$ cat src/rtl/memory_access_stage_pkg.sv
// Shared widths and types for the memory access stage.
// Holds the memory-op decode used by the stage datapath.
package definitions;

    localparam int DATA_WIDTH     = 8;
    localparam int REG_ADDR_WIDTH = 3;
    localparam int COUNT_WIDTH    = 16;

    typedef enum logic [1:0] {
        OP_NONE,
        OP_LOAD,
        OP_STORE,
        OP_ILLEGAL
    } mem_op_e;

    typedef enum logic {
        BUF_EMPTY,
        BUF_FULL
    } buf_state_e;

    function automatic mem_op_e decode_op(
        input logic is_load,
        input logic is_store
    );
        mem_op_e op;
        unique case ({is_load, is_store})
            2'b10:   op = OP_LOAD;
            2'b01:   op = OP_STORE;
            2'b11:   op = OP_ILLEGAL;
            default: op = OP_NONE;
        endcase
        return op;
    endfunction

endpackage

$ cat src/rtl/memory_access_stage_counter.sv
// Saturating up-counter with synchronous active-high reset.
// Ports: _CLK, _RESET, _inc (count enable), count (current value, sticks at all-ones).
module saturating_counter #(
    parameter int WIDTH = 16
) (
    input  logic             _CLK,
    input  logic             _RESET,
    input  logic             _inc,
    output logic [WIDTH-1:0] count
);

    logic [WIDTH-1:0] count_q;
    logic [WIDTH-1:0] count_d;

    always_comb begin
        count_d = count_q;
        if (_RESET) begin
            count_d = '0;
        end else if (_inc && (count_q != '1)) begin
            count_d = count_q + 1'b1;
        end
    end

    always_ff @(posedge _CLK) begin
        count_q <= count_d;
    end

    assign count = count_q;

endmodule

$ cat src/rtl/memory_access_stage.sv
// Memory access stage: drives data memory for an accepted op and buffers the
// result for writeback. Ports: execute-side valid/ready op inputs, data memory
// strobes/address/data, one-entry writeback output, load/store counters, illegalOp.
module memory_access_stage #(
    parameter int DATA_WIDTH     = definitions::DATA_WIDTH,
    parameter int REG_ADDR_WIDTH = definitions::REG_ADDR_WIDTH,
    parameter int COUNT_WIDTH    = definitions::COUNT_WIDTH
) (
    input  logic                      _CLK,
    input  logic                      _RESET,
    input  logic                      _inValid,
    output logic                      inReady,
    input  logic                      _isLoad,
    input  logic                      _isStore,
    input  logic [DATA_WIDTH-1:0]     _address,
    input  logic [DATA_WIDTH-1:0]     _storeValue,
    input  logic [DATA_WIDTH-1:0]     _aluResult,
    input  logic [REG_ADDR_WIDTH-1:0] _destReg,
    output logic                      memRead,
    output logic                      memWrite,
    output logic [DATA_WIDTH-1:0]     memAddress,
    output logic [DATA_WIDTH-1:0]     memValueIn,
    input  logic [DATA_WIDTH-1:0]     _memValueOut,
    output logic                      outValid,
    input  logic                      _outReady,
    output logic [DATA_WIDTH-1:0]     outValue,
    output logic [REG_ADDR_WIDTH-1:0] outDestReg,
    output logic                      outWriteEnable,
    output logic [COUNT_WIDTH-1:0]    loadCount,
    output logic [COUNT_WIDTH-1:0]    storeCount,
    output logic                      illegalOp
);

    import definitions::*;

    buf_state_e                state_q, state_d;
    logic [DATA_WIDTH-1:0]     value_q, value_d;
    logic [REG_ADDR_WIDTH-1:0] dest_q, dest_d;
    logic                      we_q, we_d;
    logic                      illegal_q, illegal_d;

    mem_op_e op;
    logic    in_ready;
    logic    accept;

    always_comb begin
        op       = decode_op(_isLoad, _isStore);
        in_ready = !_RESET && ((state_q == BUF_EMPTY) || _outReady);
        accept   = _inValid && in_ready;
    end

    // Buffer state register and payload
    always_ff @(posedge _CLK) begin
        state_q   <= state_d;
        value_q   <= value_d;
        dest_q    <= dest_d;
        we_q      <= we_d;
        illegal_q <= illegal_d;
    end

    // Next-state and payload
    always_comb begin
        state_d   = state_q;
        value_d   = value_q;
        dest_d    = dest_q;
        we_d      = we_q;
        illegal_d = illegal_q;

        unique case (state_q)
            BUF_EMPTY: if (accept) state_d = BUF_FULL;
            BUF_FULL: begin
                if (accept)         state_d = BUF_FULL;
                else if (_outReady) state_d = BUF_EMPTY;
            end
            default: state_d = BUF_EMPTY;
        endcase

        if (accept) begin
            dest_d = _destReg;
            unique case (op)
                OP_LOAD: begin
                    value_d = _memValueOut;
                    we_d    = 1'b1;
                end
                OP_STORE: begin
                    value_d = _storeValue;
                    we_d    = 1'b0;
                end
                OP_ILLEGAL: begin
                    value_d   = '0;
                    we_d      = 1'b0;
                    illegal_d = 1'b1;
                end
                default: begin
                    value_d = _aluResult;
                    we_d    = 1'b1;
                end
            endcase
        end

        if (_RESET) begin
            state_d   = BUF_EMPTY;
            value_d   = '0;
            dest_d    = '0;
            we_d      = 1'b0;
            illegal_d = 1'b0;
        end
    end

    // Outputs; accept already excludes reset, so strobes are low in reset
    always_comb begin
        inReady        = in_ready;
        memRead        = accept && (op == OP_LOAD);
        memWrite       = accept && (op == OP_STORE);
        memAddress     = _address;
        memValueIn     = _storeValue;
        outValid       = (state_q == BUF_FULL);
        outValue       = value_q;
        outDestReg     = dest_q;
        outWriteEnable = we_q;
        illegalOp      = illegal_q;
    end

    saturating_counter #(.WIDTH(COUNT_WIDTH)) u_load_cnt (
        ._CLK   (_CLK),
        ._RESET (_RESET),
        ._inc   (accept && (op == OP_LOAD)),
        .count  (loadCount)
    );

    saturating_counter #(.WIDTH(COUNT_WIDTH)) u_store_cnt (
        ._CLK   (_CLK),
        ._RESET (_RESET),
        ._inc   (accept && (op == OP_STORE)),
        .count  (storeCount)
    );

endmodule

$ cat config.mk
export PLATFORM = sky130hd
export DESIGN_NAME = memory_access_stage
export DESIGN_NICKNAME = d
export VERILOG_FILES = /design/src/rtl/memory_access_stage_pkg.sv /design/src/rtl/memory_access_stage_counter.sv /design/src/rtl/memory_access_stage.sv
export SDC_FILE = /design/constraint.sdc
export NUM_CORES = 1
export LEC_CHECK = 0
export ABC_AREA = 1
export CAP_MARGIN = 20
export CORE_MARGIN = 2
export CORE_UTILIZATION = 47
export DETAILED_ROUTE_END_ITERATION = 6
export PLACE_DENSITY = 0.83
export RECOVER_POWER = 100
export SYNTH_ARGS = -nofsm -noshare
export SYNTH_HDL_FRONTEND = slang
export SYNTH_SLANG_ARGS = --single-unit
$ cat constraint.sdc
create_clock -name _CLK -period 3.35 [get_ports _CLK]
set_input_delay 0.67 -clock _CLK [delete_from_list [all_inputs] [get_ports _CLK]]
set_output_delay 0.67 -clock _CLK [all_outputs]
set_load 0.005 [all_outputs]
### After elaboration in Yosys (flattened, before gate mapping)

Cells that the tools add are included.
W data, S select, Z words.

| storage, ports and cells | value |
|---|---|
| output and inout port bits | 65 |
| bits in registers | 46 |

| cells by class | value |
|---|---|
| equality and inequality tests | 8 |
| multiplexer cells | 7 |
| $add $sub $neg | 2 |
| reductions and logical operators | 10 |
| bitwise operators | 1 |

Operators with widths:

| kind | count |
|---|---|
| $add A16 B1 Y16 const B | 2 |
| $ne A16 B16 Y1 const B | 2 |
| $pmux W8 S3 | 1 |
| $eq A2 B2 Y1 const B | 4 |
| $logic_and A1 B1 Y1 | 6 |
| $pmux W2 S3 | 1 |
| $eq A2 B1 Y1 const B | 2 |
| $mux W1 | 4 |
| $pmux W1 S2 | 1 |
| $reduce_and A2 Y1 | 1 |
| $reduce_or A2 Y1 | 1 |
| $logic_not A1 Y1 | 1 |
| $logic_or A1 B1 Y1 | 1 |
| $not A1 Y1 | 1 |

### Longest topological paths before layout

Gate-level depths: netlist (run 1).

| logic depth | value |
|---|---|
| word-level depth | 6 |
| gate-level depth with buffers | 10 |
| gate-level depth less buffers | 9 |

### By module

A second synthesis (run 1) with hierarchy kept.

| second synthesis, totals | value |
|---|---|
| cells, all modules | 434 |
| area, all modules | 2735.1 µm² |

Modules (own cells, without submodules):

| module | instances | sequential area each (µm²) | cells an instance | area an instance (µm²) |
|---|---|---|---|---|
| saturating_counter | 2 | 320.3 | 149 | 929.6 |
| memory_access_stage | 1 | 280.3 | 136 | 875.8 |

### Worst setup path before layout (run 1)

Ideal clock, no wire load.

| timing | value |
|---|---|
| path kind | input to output |
| start | in _outReady |
| end | out memWrite |
| arrival | 1351 ps |
| cell stages on the path | 6 |
| path buffers | 2 |
| path slack | 1329 ps |
| cells stage by stage | inv_1 nand2_2 nand3_2 buf_2 nor2_4 buf_6 |

| between the ends | value |
|---|---|
| cells in the longest elaborated chain, start to end | 4 |

Ends and longest elaborated chain:

| item | line | text |
|---|---|---|
| start, declared | memory_access_stage.sv:25 | `input logic _outReady,` |
| $logic_or A1 B1 Y1 | memory_access_stage.sv:48 | `in_ready = !_RESET && ((state_q == BUF_EMPTY) \|\| _outReady);` |
| $logic_and A1 B1 Y1 | memory_access_stage.sv:48 |  |
| $logic_and A1 B1 Y1 | memory_access_stage.sv:49 | `accept = _inValid && in_ready;` |
| $logic_and A1 B1 Y1 | memory_access_stage.sv:114 | `memWrite = accept && (op == OP_STORE);` |
| end, declared | memory_access_stage.sv:20 | `output logic memWrite,` |

No other way between the ends.

### Final worst setup path (run 1)

Ends and elaborated chain as after synthesis.

==> results.toml, run 1 <==
[timing]
slew_violations = 0
grt_setup_unrepaired = "no"
hold_viol_final = 0
slew_headroom = 0.482
fin_worst_skew_ns = 0.00471
tns_ns = 0
max_clock_freq_mhz = 323
tightestPinTransition_ns = 0.777
min_period_ns = 3.10
setup_violations = 0
min_period_over_period = 0.924

[clock_network]
cts_sinks = 46
clkTransAtPathRegs_ns = 0.09
cts.htree.levels = 2
cts_made_buffers = 5
clk_latency_ns = 0.30
cts_setup_buffers = 0
hold_buffers = 0
cts_tree = "built"
cts_resized = 0
ctsLongestPathBuffers = 2
ctsRootBufferMaster = "clkbuf_8"

[route]
postRouteAntennaNets = 0
dr.pass1.iters = 4
vias = 2858
drc = 0
drt_iter0_drc = 168
viasPerCell = 5.15
routed_wl_um = 6800
routedWlPerCell_um = 12.2

[power]
power_w = 0.00106
p_leak_nw = 1.48
vdd_ir_drop_max_mv = 0.215
power_density_mw_per_mm2 = 302

[setup_path]
cp-start-kind = "input port"
worst-path-max-fanout = 9
crit_type = "in2out"
arrival_ns = 2.43
required_ns = 2.68
crit_path_end_kind = "primary output"

[floorplanning]
fp.dieArea_mm2 = 0.00622
ios = 106
start_util = 0.481
die_h_um = 78.9
core_area_mm2 = 0.00547
num_rows = 27
chipWidth_um = 78.9

[placement]
hpwl_um = 5270
io_buffers = 89
gp_congestion = 0.840

[synthesis]
synthCells = 407
ys_warn_count = 0
syn_nets = 450
synth_sequential_area_ratio = 0.349
synth_seq_cells = 46
ys_types = 29
syn_area_per_cell_um2 = 6.47
synth.cell_area_mm2 = 0.00264

[outcome]
status = "finished clean"

[grt]
antenna_found_initial = 0
overflow = 0
grtUsageMet1 = 0.272
grt_max_degree = 38
grtUsageTotal = 0.227
grt_pass1_vias = 2697
use_met3 = 0.0568
grt_busiest_layer = "met2"
grt_first_pass_wirelength_um = 11600
gr-usage-met2 = 0.390

[run]
drv_cap = 0

[final_layout]
drive_gt1_frac = 0.0455
final_common_cell = "nand2_1"
layout.nets = 525
antenna_cells = 0
most-common-layout-cells = "nand2_1, nor2_1, dlygate4sd3_1, dfxtp_1, clkdlybuf4s50_1"
syn2layout_area_growth_pct = 33.9
n_fill_cell = 532

[min_path]
min_path_type = "reg2reg"
-- area by class of cell --
cell class	count	area [um^2]	area share
clock buffer	5	68.8	0.0195
clock inverter	3	21.3	0.00603
inverter	28	105	0.0298
multi-input combinational	307	1400	0.398
sequential	46	921	0.261
tap	72	90.1	0.0255
timing repair buffer	94	918	0.260
-- metal layers --
| metal | routed length, um | share of wire | vias to the layer above |
|---|---|---|---|
| li1 | - | - | 1448 |
| met1 | 2800 | 0.41 | 1262 |
| met2 | 3220 | 0.47 | 124 |
| met3 | 580 | 0.085 | 24 |
| met4 | 192 | 0.028 | 0 |
| met5 | 0 | 0 | - |
-- report_power, final --
group / internal, W / switching, W
sequential: 0.000563 / 0.00000918
combinational: 0.0000815 / 0.0000661
clock: 0.000147 / 0.000198
total: 0.000791 / 0.000273
-- sequential cells by signal, summed over array words and instances, names as in the netlist --
| register | flops |
|---|---|
| u_load_cnt.count | 16 |
| outWriteEnable | 1 |
| u_store_cnt.count | 16 |
| outDestReg | 3 |
| outValid | 1 |
| illegalOp | 1 |
| outValue | 8 |
-- path summary, 6_finish.rpt --
check	startpoint	slack [ns]	end	cells after the start
setup reg to reg	outValid	1.36	u_store_cnt.count[1]	7
hold reg to reg	outValue[7]	0.46	outValue[7]	2
setup / recovery	_outReady	0.25	memWrite	6
hold / removal	outValue[7]	0.46	outValue[7]	2
-- stage by stage --
step                std cells  setup WS (ns)   util  area, um^2  hold WS, ns
floorplan                 407           1.33      -        2640        0.461
global route              555          0.157  0.644        3530        0.483
finish                    555          0.254  0.644        3530        0.462
detailed placement        547          0.331  0.635        3480        0.455
global placement          547          0.364  0.635        3480        0.451
CTS                       555          0.333  0.652        3570        0.468
-- kinds of logic after synthesis --
group / after synthesis / synth area share
buffers and inverters: 54 / 0.107
AO/OA/AOI/OAI: 47 / 0.0997
AND/OR/NAND/NOR: 251 / 0.411
adder cells (fa/ha/maj): 2 / 0.00950
XOR/XNOR: 7 / 0.0233
flip-flops: 46 / 0.349
-- synthesized netlist by cell type (all sizes together) --
| master | instances | area (um^2) |
|---|---|---|
| inv | 28 | 105 |
| nand3 | 30 | 160 |
| a31oi | 5 | 31.3 |
| a211oi | 7 | 52.6 |
| a21oi | 28 | 140 |
| nand2 | 125 | 472 |
| nor2 | 85 | 359 |
| nor3 | 1 | 5.00 |
| xor2 | 5 | 43.8 |
| xnor2 | 2 | 17.5 |
| ha | 2 | 25.0 |
| buf | 23 | 166 |
| nand4 | 8 | 71.3 |
| dfxtp | 46 | 921 |
| clkbuf | 3 | 11.3 |
| nand3b | 2 | 15.0 |
| o21ai | 7 | 38.8 |
-- worst max-delay path, cell delays in order --
cell and delay [ns]:
clkdlybuf4s50_1 0.46, inv_1 0.04, nand2_1 0.16, nand3_2 0.22, nor2_1 0.26, dlygate4sd3_1 0.61
Power figures use the tool's default switching activity.
==> inputs of run 2 (changes only) <==
--- a/config.mk
+++ b/config.mk
@@ -8,9 +8,10 @@
 export ABC_AREA = 1
 export CAP_MARGIN = 20
 export CORE_MARGIN = 2
-export CORE_UTILIZATION = 47
+export CORE_UTILIZATION = 68
 export DETAILED_ROUTE_END_ITERATION = 6
-export PLACE_DENSITY = 0.83
+export DONT_BUFFER_PORTS = 1
+export PLACE_DENSITY = 0.81
 export RECOVER_POWER = 100
 export SYNTH_ARGS = -nofsm -noshare
 export SYNTH_HDL_FRONTEND = slang
==> results.toml, run 2 (synthesized netlist as in run 1, its figures left out) <==
[route]
routed_wl_um = 5990
postRouteAntennaNets = 0
viasPerCell = 5.68
vias = 2481
dr.pass1.iters = 4
drc = 0
routedWlPerCell_um = 13.7
drt_iter0_drc = 265

[floorplanning]
start_util = 0.714
chipWidth_um = 66.3
core_area_mm2 = 0.00369
die_h_um = 66.3
num_rows = 22
fp.dieArea_mm2 = 0.00439
ios = 106

[setup_path]
cp.depth = 4
cp_cell_sequence = "inv_1 -> nand2_1 -> nand3_1 -> nor2_4"
timing.rr.end = "u_load_cnt.count[2]"
critPathTopFamily = "simple AND/OR/NAND/NOR gates"
crit_slowest_cell = "nand3_1"
cp-start-kind = "input port"
crit_type = "in2out"
required_ns = 2.68
crit_path_end_kind = "primary output"
worst-path-max-fanout = 20
reg2reg_slack_ns = 0.88
critPathBufInv = 1
r2r-start = "outValid"
r2r_cells = 6
arrival_ns = 2.05
slowest_delay_ns = 0.61

[final_layout]
syn2layout_area_growth_pct = -0.902
final_common_cell = "nand2_1"
most-common-layout-cells = "nand2_1, nor2_1, dfxtp_1, nand3_1, a21oi_1"
layout.nets = 432
drive_gt1_frac = 0.0463
antenna_cells = 0

[grt]
grt_pass1_vias = 2253
overflow = 0
antenna_found_initial = 0
grtUsageTotal = 0.291
grt_max_degree = 38
grt_first_pass_wirelength_um = 10000

[min_path]
holdCritStartpoint = "_RESET"
whs_path_depth = 1
min_path_type = "in2reg"
worstHoldEndpoint = "u_load_cnt.count[6]"

[power]
vdd_ir_drop_max_mv = 0.284
power_density_mw_per_mm2 = 406
p_leak_nw = 1.01

[timing]
min_period_over_period = 0.813
max_clock_freq_mhz = 367
slew_headroom = 0.426
slew_violations = 0
tightestPinTransition_ns = 0.852
tns_ns = 0
grt_setup_unrepaired = "no"
min_period_ns = 2.72
setup_violations = 0
setup_ws_ns = 0.628
fin_worst_skew_ns = 0.00369
hold_viol_final = 0

[run]
drv_cap = 0

[clock_network]
ctsLongestPathBuffers = 2
hold_buffers = 0
clkTransAtPathRegs_ns = 0.08
clk_latency_ns = 0.29
cts_sinks = 46
cts_tree = "built"
cts_made_buffers = 5
cts.htree.levels = 2
cts_setup_buffers = 0
ctsRootBufferMaster = "clkbuf_8"
cts_resized = 0

[outcome]
status = "finished clean"

[placement]
io_buffers = 0
gp_congestion = 0.926
hpwl_um = 4350
preCtsSetupSlack_ns = 1.02
## run 2: cell types whose count changed in the layout (fill, tap and decap cells not counted), sizes merged
cell | before | now
clkinvlp | 1 | 0
dlygate4sd3 | 58 | 0
clkinv | 2 | 0
buf | 2 | 1
clkbuf | 8 | 6
clkdlybuf4s50 | 31 | 0
bufinv | 0 | 1
## run 2: report_power, final
group,total [W],switching (W),internal [W]
combinational,0.0000626,0.0000419,0.0000207
sequential,0.000577,0.0000143,0.000563
clock,0.000420,0.000182,0.000239
total,0.00106,0.000238,0.000822
## run 2: area by class of cell
| type | count | area, um^2 |
|---|---|---|
| Tap cell | 48 | 60.1 |
| Inverter | 28 | 105 |
| Clock inverter | 1 | 30.0 |
| Sequential cell | 46 | 921 |
| Clock buffer | 6 | 82.6 |
| Fill cell | 342 | 1080 |
| Timing Repair Buffer | 1 | 7.51 |
| Multi-Input combinational cell | 307 | 1410 |
## run 2: worst max path at each step
stage	endpoint	start
6_report	memWrite	_outReady
5_1_grt	memWrite	_outReady
4_1_cts	memWrite	_outReady
3_5_place_dp	memWrite	_outReady
3_3_place_gp	memWrite	_outReady
2_1_floorplan	memWrite	_outReady
## run 2: routing by layer
layer | global-route usage | up-vias | wire [um]
met2 | 0.463 | 100 | 2720
met5 | 0 | - | 0
met4 | 0.112 | 0 | 114
li1 | - | 1249 | -
met1 | 0.368 | 1116 | 2630
met3 | 0.0869 | 16 | 526
## run 2: worst reg2reg max path: cells and delay by family, from the launching register on
family / cells / cell delay (ns)
AOI/OAI and AO/OA: 2 / 0.70
DFF: 1 / 0.34
and+or+nand+nor: 4 / 1.33
## run 2: per-stage QoR
step                cell area, um^2  std cells  hold slack, ns  total power, W   util
global route                   2610        437           0.423         0.00109  0.708
detailed placement             2520        430           0.482        0.000654  0.685
finish                         2610        437           0.432         0.00106  0.708
global placement               2520        430           0.479        0.000652  0.685
floorplan                      2640        407           0.461        0.000657      -
CTS                            2640        437           0.426         0.00106  0.715
